[src/rtl/fwd_pkg.sv]
`default_nettype none
// ============================================================================
// Module   : fwd_pkg
// Purpose  : Shared entry type and helpers for the forwarding/hazard unit.
// Revision : 1.0 - initial release
// ============================================================================
package fwd_pkg;

    // The rd field is sized for the widest supported register address, so REG_AW must be <= FWD_RD_W.
    localparam int FWD_RD_W = 8;

    typedef struct packed {
        logic                valid;
        logic [FWD_RD_W-1:0] rd;
        logic                regwrite;
        logic                memread;
        logic                setflags;
    } fwd_entry_t;

    localparam int FWD_ENTRY_W = $bits(fwd_entry_t);
    localparam int FWD_SEL_RF  = 0;

    function automatic logic entry_writes(input fwd_entry_t e, input logic [FWD_RD_W-1:0] zero_reg);
        return e.valid & e.regwrite & (e.rd != zero_reg);
    endfunction

endpackage
`default_nettype wire

[src/rtl/fwd_stage_pipe.sv]
`default_nettype none
// ============================================================================
// Module   : fwd_stage_pipe
// Purpose  : Shift register of in-flight destination entries (EX .. EX+DEPTH).
// Revision : 1.0 - initial release
// ============================================================================
module fwd_stage_pipe
    import fwd_pkg::*;
#(
    parameter int DEPTH = 2
) (
    input  wire logic                               clk,
    input  wire logic                               rst,
    input  wire logic                               i_hold,
    input  wire logic                               i_bubble,
    input  wire logic [FWD_ENTRY_W-1:0]             i_entry,
    output logic      [(DEPTH+1)*FWD_ENTRY_W-1:0]   o_entries
);

    fwd_entry_t r_s [DEPTH+1];

    always_ff @(posedge clk) begin
        if (rst) begin
            for (int k = 0; k <= DEPTH; k++) begin
                r_s[k] <= '0;
            end
        end else if (!i_hold) begin
            r_s[0] <= i_bubble ? '0 : fwd_entry_t'(i_entry);
            for (int k = 1; k <= DEPTH; k++) begin
                r_s[k] <= r_s[k-1];
            end
        end
    end

    generate
        for (genvar k = 0; k <= DEPTH; k++) begin : g_pack
            assign o_entries[k*FWD_ENTRY_W +: FWD_ENTRY_W] = r_s[k];
        end
    endgenerate

endmodule
`default_nettype wire

[src/rtl/fwd_hazard_scoreboard.sv]
`default_nettype none
// ============================================================================
// Module   : fwd_hazard_scoreboard
// Purpose  : EX forward selects, load-use stall and flag forwarding from
//            internally tracked in-flight destination registers.
// Revision : 1.0 - initial release
// ============================================================================
module fwd_hazard_scoreboard
    import fwd_pkg::*;
#(
    parameter int REG_AW    = 5,
    parameter int ZERO_REG  = 31,
    parameter int NUM_SRC   = 3,
    parameter int FWD_DEPTH = 2,
    parameter int SEL_W     = $clog2(FWD_DEPTH+1)
) (
    input  wire logic                      clk,
    input  wire logic                      reset,
    input  wire logic                      id_valid,
    input  wire logic [REG_AW-1:0]         id_rd,
    input  wire logic                      id_regwrite,
    input  wire logic                      id_memread,
    input  wire logic                      id_setflags,
    input  wire logic                      id_branch,
    input  wire logic [NUM_SRC*REG_AW-1:0] id_src,
    input  wire logic [NUM_SRC-1:0]        id_src_use,
    input  wire logic [NUM_SRC*REG_AW-1:0] ex_src,
    input  wire logic [NUM_SRC-1:0]        ex_src_use,
    input  wire logic                      pipe_hold,
    input  wire logic                      flush,
    output logic      [NUM_SRC*SEL_W-1:0]  fwd_sel,
    output logic                           load_use_stall,
    output logic                           flag_fwd,
    output logic                           flag_busy
);

    localparam logic [FWD_RD_W-1:0] c_ZERO_RD = FWD_RD_W'(ZERO_REG);

    fwd_entry_t                              w_in_entry;
    logic [(FWD_DEPTH+1)*FWD_ENTRY_W-1:0]    w_entries;
    fwd_entry_t                              w_s [FWD_DEPTH+1];
    logic [NUM_SRC*SEL_W-1:0]                w_fwd_sel;
    logic                                    w_src_hit;
    logic                                    w_stall;
    logic                                    w_flag_busy;

    assign w_in_entry = '{valid:    id_valid,
                          rd:       FWD_RD_W'(id_rd),
                          regwrite: id_regwrite,
                          memread:  id_memread,
                          setflags: id_setflags};

    fwd_stage_pipe #(
        .DEPTH (FWD_DEPTH)
    ) u_pipe (
        .clk       (clk),
        .rst       (reset),
        .i_hold    (pipe_hold),
        .i_bubble  (w_stall | flush),
        .i_entry   (w_in_entry),
        .o_entries (w_entries)
    );

    generate
        for (genvar k = 0; k <= FWD_DEPTH; k++) begin : g_unpack
            assign w_s[k] = fwd_entry_t'(w_entries[k*FWD_ENTRY_W +: FWD_ENTRY_W]);
        end
    endgenerate

    // Scan farthest to nearest so the youngest matching producer overrides.
    always_comb begin
        w_fwd_sel = {NUM_SRC{SEL_W'(FWD_SEL_RF)}};
        for (int i = 0; i < NUM_SRC; i++) begin
            for (int k = FWD_DEPTH; k >= 1; k--) begin
                if (ex_src_use[i] && entry_writes(w_s[k], c_ZERO_RD) &&
                    (w_s[k].rd == FWD_RD_W'(ex_src[i*REG_AW +: REG_AW]))) begin
                    w_fwd_sel[i*SEL_W +: SEL_W] = SEL_W'(k);
                end
            end
        end
    end

    always_comb begin
        w_src_hit = 1'b0;
        for (int i = 0; i < NUM_SRC; i++) begin
            if (id_src_use[i] && (FWD_RD_W'(id_src[i*REG_AW +: REG_AW]) == w_s[0].rd)) begin
                w_src_hit = 1'b1;
            end
        end
    end

    always_comb begin
        w_flag_busy = 1'b0;
        for (int k = 0; k <= FWD_DEPTH; k++) begin
            w_flag_busy = w_flag_busy | (w_s[k].valid & w_s[k].setflags);
        end
    end

    // A squashed ID instruction never stalls; the flush bubble covers it.
    assign w_stall = ~flush & id_valid & w_s[0].memread &
                     entry_writes(w_s[0], c_ZERO_RD) & w_src_hit;

    assign fwd_sel        = w_fwd_sel;
    assign load_use_stall = w_stall;
    assign flag_fwd       = id_valid & id_branch & w_s[0].valid & w_s[0].setflags;
    assign flag_busy      = w_flag_busy;

endmodule
`default_nettype wire
[config.mk]
export PLATFORM = sky130hd
export DESIGN_NAME = fwd_hazard_scoreboard
export DESIGN_NICKNAME = d
export VERILOG_FILES = /design/src/rtl/fwd_pkg.sv /design/src/rtl/fwd_stage_pipe.sv /design/src/rtl/fwd_hazard_scoreboard.sv
export SDC_FILE = /design/constraint.sdc
export NUM_CORES = 1
export LEC_CHECK = 0
export ABC_CLOCK_PERIOD_IN_PS = 1700
export CAP_MARGIN = 20
export CORE_MARGIN = 3
export CORE_UTILIZATION = 41
export CTS_CLUSTER_DIAMETER = 200
export DETAILED_ROUTE_END_ITERATION = 12
export PLACE_DENSITY_LB_ADDON = 0.1
export SLEW_MARGIN = 10
export SYNTH_ARGS = -nofsm -noshare
export SYNTH_HDL_FRONTEND = slang
export SYNTH_SLANG_ARGS = --single-unit
[constraint.sdc]
create_clock -name clk -period 1.7 [get_ports clk]
set_input_delay 0.34 -clock clk [delete_from_list [all_inputs] [get_ports clk]]
set_output_delay 0.34 -clock clk [all_outputs]
set_load 0.05 [all_outputs]
Word level (Yosys, flattened, before mapping)
Memory sizes are Yosys's and may differ from the RTL's.
Index checks and enable logic that the tools add are counted.
{ "word_totals": {"ff_bits": 0, "ram_bits": 36, "inputBits": 50, "output_inout_bits": 9, "word_cells": 69, "n_memories": 1} }
{ "mem_list": {"columns": ["memory", "words", "width", "read_ports", "rd_clocked_by_memory_dff", "write_ports", "line", "rtl"], "rows": [
  ["u_pipe.r_s", 3, 12, 3, 0, 3, "fwd_stage_pipe.sv:20", "fwd_entry_t r_s [DEPTH+1];"]
]} }
{ "classes": {"eq_ne": 12, "muxes": 18, "bitwise_logic": 23, "n_reduce_logical": 15} }
{ "ops": {"columns": ["operator", "count"], "rows": [
  ["$eq 8x5->1", 6],
  ["$mux 12", 4],
  ["$eq 5x8->1", 3],
  ["$ne 8x5->1 const B", 3],
  ["$and 1x1->1", 16],
  ["$logic_and 1x1->1", 15],
  ["$mux 2", 6],
  ["$mux 1", 8],
  ["$or 1x1->1", 6],
  ["$not 1->1", 1]
]} }

Logic depth before layout (Yosys ltp)
An unclocked memory read counts as a cell.
{ "logic_depth": {"ltp_word": 10, "depth_mapped": 5, "mapped_depth_nobuf": 4} }

By module
From an unflattened synthesis, not the netlist that was laid out.
{ "unflattened": {"cells_unflattened": 168, "area_unflattened_um2": 2159.6} }
{ "modules_own_cells": {"columns": ["mod", "instances", "cells_each", "area_each_um2", "seq_area_each_um2"], "rows": [
  ["fwd_stage_pipe", 1, 82, 1488.9, 1081.0],
  ["fwd_hazard_scoreboard", 1, 86, 670.6, 0.0]
]} }

Worst setup path after synthesis
No wires, ideal clock.
{ "synth_path": {"kind": "flip-flop to output port", "startpoint": "mem u_pipe.r_s[0][17] (netlist name)", "endpoint": "out fwd_sel[1]", "t_arrival_ns": 2.425, "t_required_ns": 1.360, "setup_slack_ns": -1.065, "stages_incl_launch_ff": 5, "path_buffers": 0, "path_cell_list": "edfxtp_1 xnor2_1 nand4_1 nor3_1 nor2_1"} }
{ "synth_rtl": {"columns": ["item", "line", "rtl"], "rows": [
  ["start: declaration", "fwd_stage_pipe.sv:20", null],
  ["end: declaration", "fwd_hazard_scoreboard.sv:31", "output logic [NUM_SRC*SEL_W-1:0] fwd_sel,"]
]} }

==> summary.md <==
| Metric | Value |
|---|---|
| Status | `complete, but fails checks` |
| Failing checks | `negative setup slack` |
| Top reg by flops | `u_pipe.r_s` |
| Worst VDD drop | `0.452 mV` |
| Vias per cell | `5.19` |
| Per-cell routed wire length | `15.7 um` |
| First-pass GRT wire length | `7650 um` |
| Worst Setup End Kind | `primary output` |
| Die Area | `4900 um2` |
| Crit path launch type | `flip-flop` |
| Worst-Skew Late Latency | `270 ps` |
| CTS Root Cell | `clkbuf_8` |
| Clk pin slew, worst setup/hold paths | `90 ps` |
| Crit path time final | `2100 ps` |
| Global route total overflow | `0` |
| LEAKAGE | `1.12 nW` |
| MaxCap Viol Count | `0` |
| RD Place Congestion | `0.872` |
| Slew of the pin with the lowest slew margin | `709 ps` |
| Diodes inserted | `0` |
| Seq/Total Area, Yosys | `44.7%` |
| Length of the first detailed-routing pass in iterations | `4` |
| Synthesis-to-layout area growth | `72.7%` |
| Worst path slowest cell | `edfxtp_1` |
| Synth warn | `0` |
| Cell taking the most area after synthesis | `edfxtp_1` |
| Vias in the first global route | `1655` |
| Port Buffers | `58` |
| Fmax | `476 MHz` |
| Final Slew Violations | `0` |
| Initial DRC count | `31` |
| CP arrival | `1760 ps` |
| Area share of the largest cell type after synthesis | `44.7%` |
| Final Hold Vio Count | `0` |
| RSZ-0062 raised after global routing | `true` |
| Tightest Hold Check Type | `reg2reg` |
| Height of the die | `70.0 um` |
| Starting density of the core | `44.2%` |
| Crit-path cells | `buf_6, nand3_2, o211ai_1, buf_4, nor3_4, nor2_4, buf_12` |
| Commonest non-fill, non-tap cell in the layout | `clkdlybuf4s50_1` |
| # fillers | `265` |
| Placeable Area | `3800 um2` |
| Ranking of synthesized cells by area | `edfxtp_1 (45%), xnor2_1 (15%), xor2_1 (8.3%)` |
| Clk_skew | `4.95 ps` |
| Syn Std Cell Area | `1680 um2` |
| # rows | `22` |
| # hold bufs at CTS | `0` |
| CTS tree | `built` |
| Mean Syn Cell Area | `10.6 um2` |
| Distinct cells, synth | `26` |
| Detailed-route wire length | `4740 um` |
| Antenna violations before repair | `0` |
| Setup ws final | `-403 ps` |
| Via Count | `1572` |
| Setup TNS | `-2710 ps` |
| Seq cells post-synth | `25` |
| Largest register FFs | `25` |
| Worst path required time | `1360 ps` |
| Post-layout util | `76.4%` |
| Ports | `59` |
| Final period util | `124%` |
| Setup CP Type | `reg2out` |
| Biggest regs | `u_pipe.r_s x25` |
| Register Area | `751 um2` |
| Most frequent cells in the layout | `clkdlybuf4s50_1 (45), buf_4 (31), edfxtp_1 (25)` |
| PD cells | `547 nW/um2` |
| Clk buf depth | `2` |
| Pin count of the biggest net entering global routing | `26` |
| Share of cells above drive strength 1 | `29.8%` |
| DP HPWL | `3530 um` |
| Final Setup Violations | `14` |
| Cts bufs inserted | `3` |
| Clock tree sinks | `25` |
| Worst-path fanout max | `4` |
| H-tree Lvls | `1` |
| Number of routed nets with antenna violations | `0` |
| Die W | `70.0 um` |
| Multi-input logic area | `1050 um2` |
| Slew HR | `52.6%` |
| Syn Nets | `208` |
| GRT Util Overall | `19.3%` |
| Peak per-stage delay on the critical path | `500 ps` |
| Layout net count | `306` |
| Drt drc | `0` |
| Mapped Cells | `158` |
[what timing repair did]
| item | in CTS | in global routing |
|---|---|---|
| setup endpoints to repair | 17 | 18 |
| setup buffers | 7 | 9 |
| pin swaps | 14 | 11 |
| gates resized for setup | 14 | 13 |
[through the flow]
step	instances	instance area [um2]	power [W]	hold slack (ps)	setup slack [ps]
2_1_floorplan	158	1740	0.000944	524	-197
3_3_place_gp	284	2620	0.00115	535	-375
3_5_place_dp	284	2620	0.00117	548	-401
4_1_cts	294	2760	0.00154	571	-403
5_1_grt	303	2900	0.00166	581	-475
6_report	303	2900	0.00159	567	-403
[power breakdown]
group	internal [W]	total, W	switching (W)
combinational	0.000280	0.000466	0.000186
clock	0.000164	0.000353	0.000189
sequential	0.000724	0.000768	0.0000438
total	0.00117	0.00159	0.000419
[kinds of logic after synthesis]
kind of cell    Yosys count  share of synthesized area (%)
buf+inv                   5                           2.24
simple gates             68                           22.2
compound gates           15                           7.38
flops                    25                           44.7
xor+xnor                 45                           23.5
[final timing paths]
kind                           from           endpoint  slack [ps]  depth (start not counted)
setup reg to reg   u_pipe.r_s[0][6]   u_pipe.r_s[0][5]         -10                          6
hold / removal     u_pipe.r_s[0][2]  u_pipe.r_s[0][14]         570                          1
hold reg to reg    u_pipe.r_s[0][2]  u_pipe.r_s[0][14]         570                          1
setup / recovery  u_pipe.r_s[0][18]         fwd_sel[3]        -400                          7
[worst max-delay path, delay by kind of cell, from the launching register on]
kind	cells	cell delay [ps]
buffers and inverters	3	510
flip-flops	1	500
AND/OR/NAND/NOR	3	390
AO/OA/AOI/OAI	1	100
[synthesized netlist by cell type]
cell,instances
nor3_2,1
o21ba_2,1
a31oi_1,1
nor2_1,4
buf_6,2
inv_1,1
buf_4,1
and2_1,16
a211o_2,1
and3_1,1
xnor2_1,29
nor4_1,4
nand2_1,16
o31ai_1,9
edfxtp_1,25
nand3_1,10
o22ai_2,1
o211ai_1,1
a222oi_1,1
nor3_1,3
clkbuf_1,1
and4_1,2
nand4_1,9
nand2b_1,1
xor2_1,16
and3_4,1
[layout make-up]
type	instances	share of cell area, %
Sequential cell	25	25.9
Tap cell	48	2.07
Multi-Input combinational cell	128	36.2
Timing Repair Buffer	97	34.1
Clock inverter	1	0.173
Inverter	1	0.129
Clock buffer	3	1.42
[metal layers]
metal | GRT usage [%] | wire length [um] | vias to the layer above
li1 | - | - | 768
met1 | 20.9 | 1800 | 748
met2 | 36.9 | 2680 | 48
met3 | 2.73 | 181 | 8
met4 | 7.87 | 81 | 0
met5 | 0 | 0 | -
(Power assumes the default switching activity.)
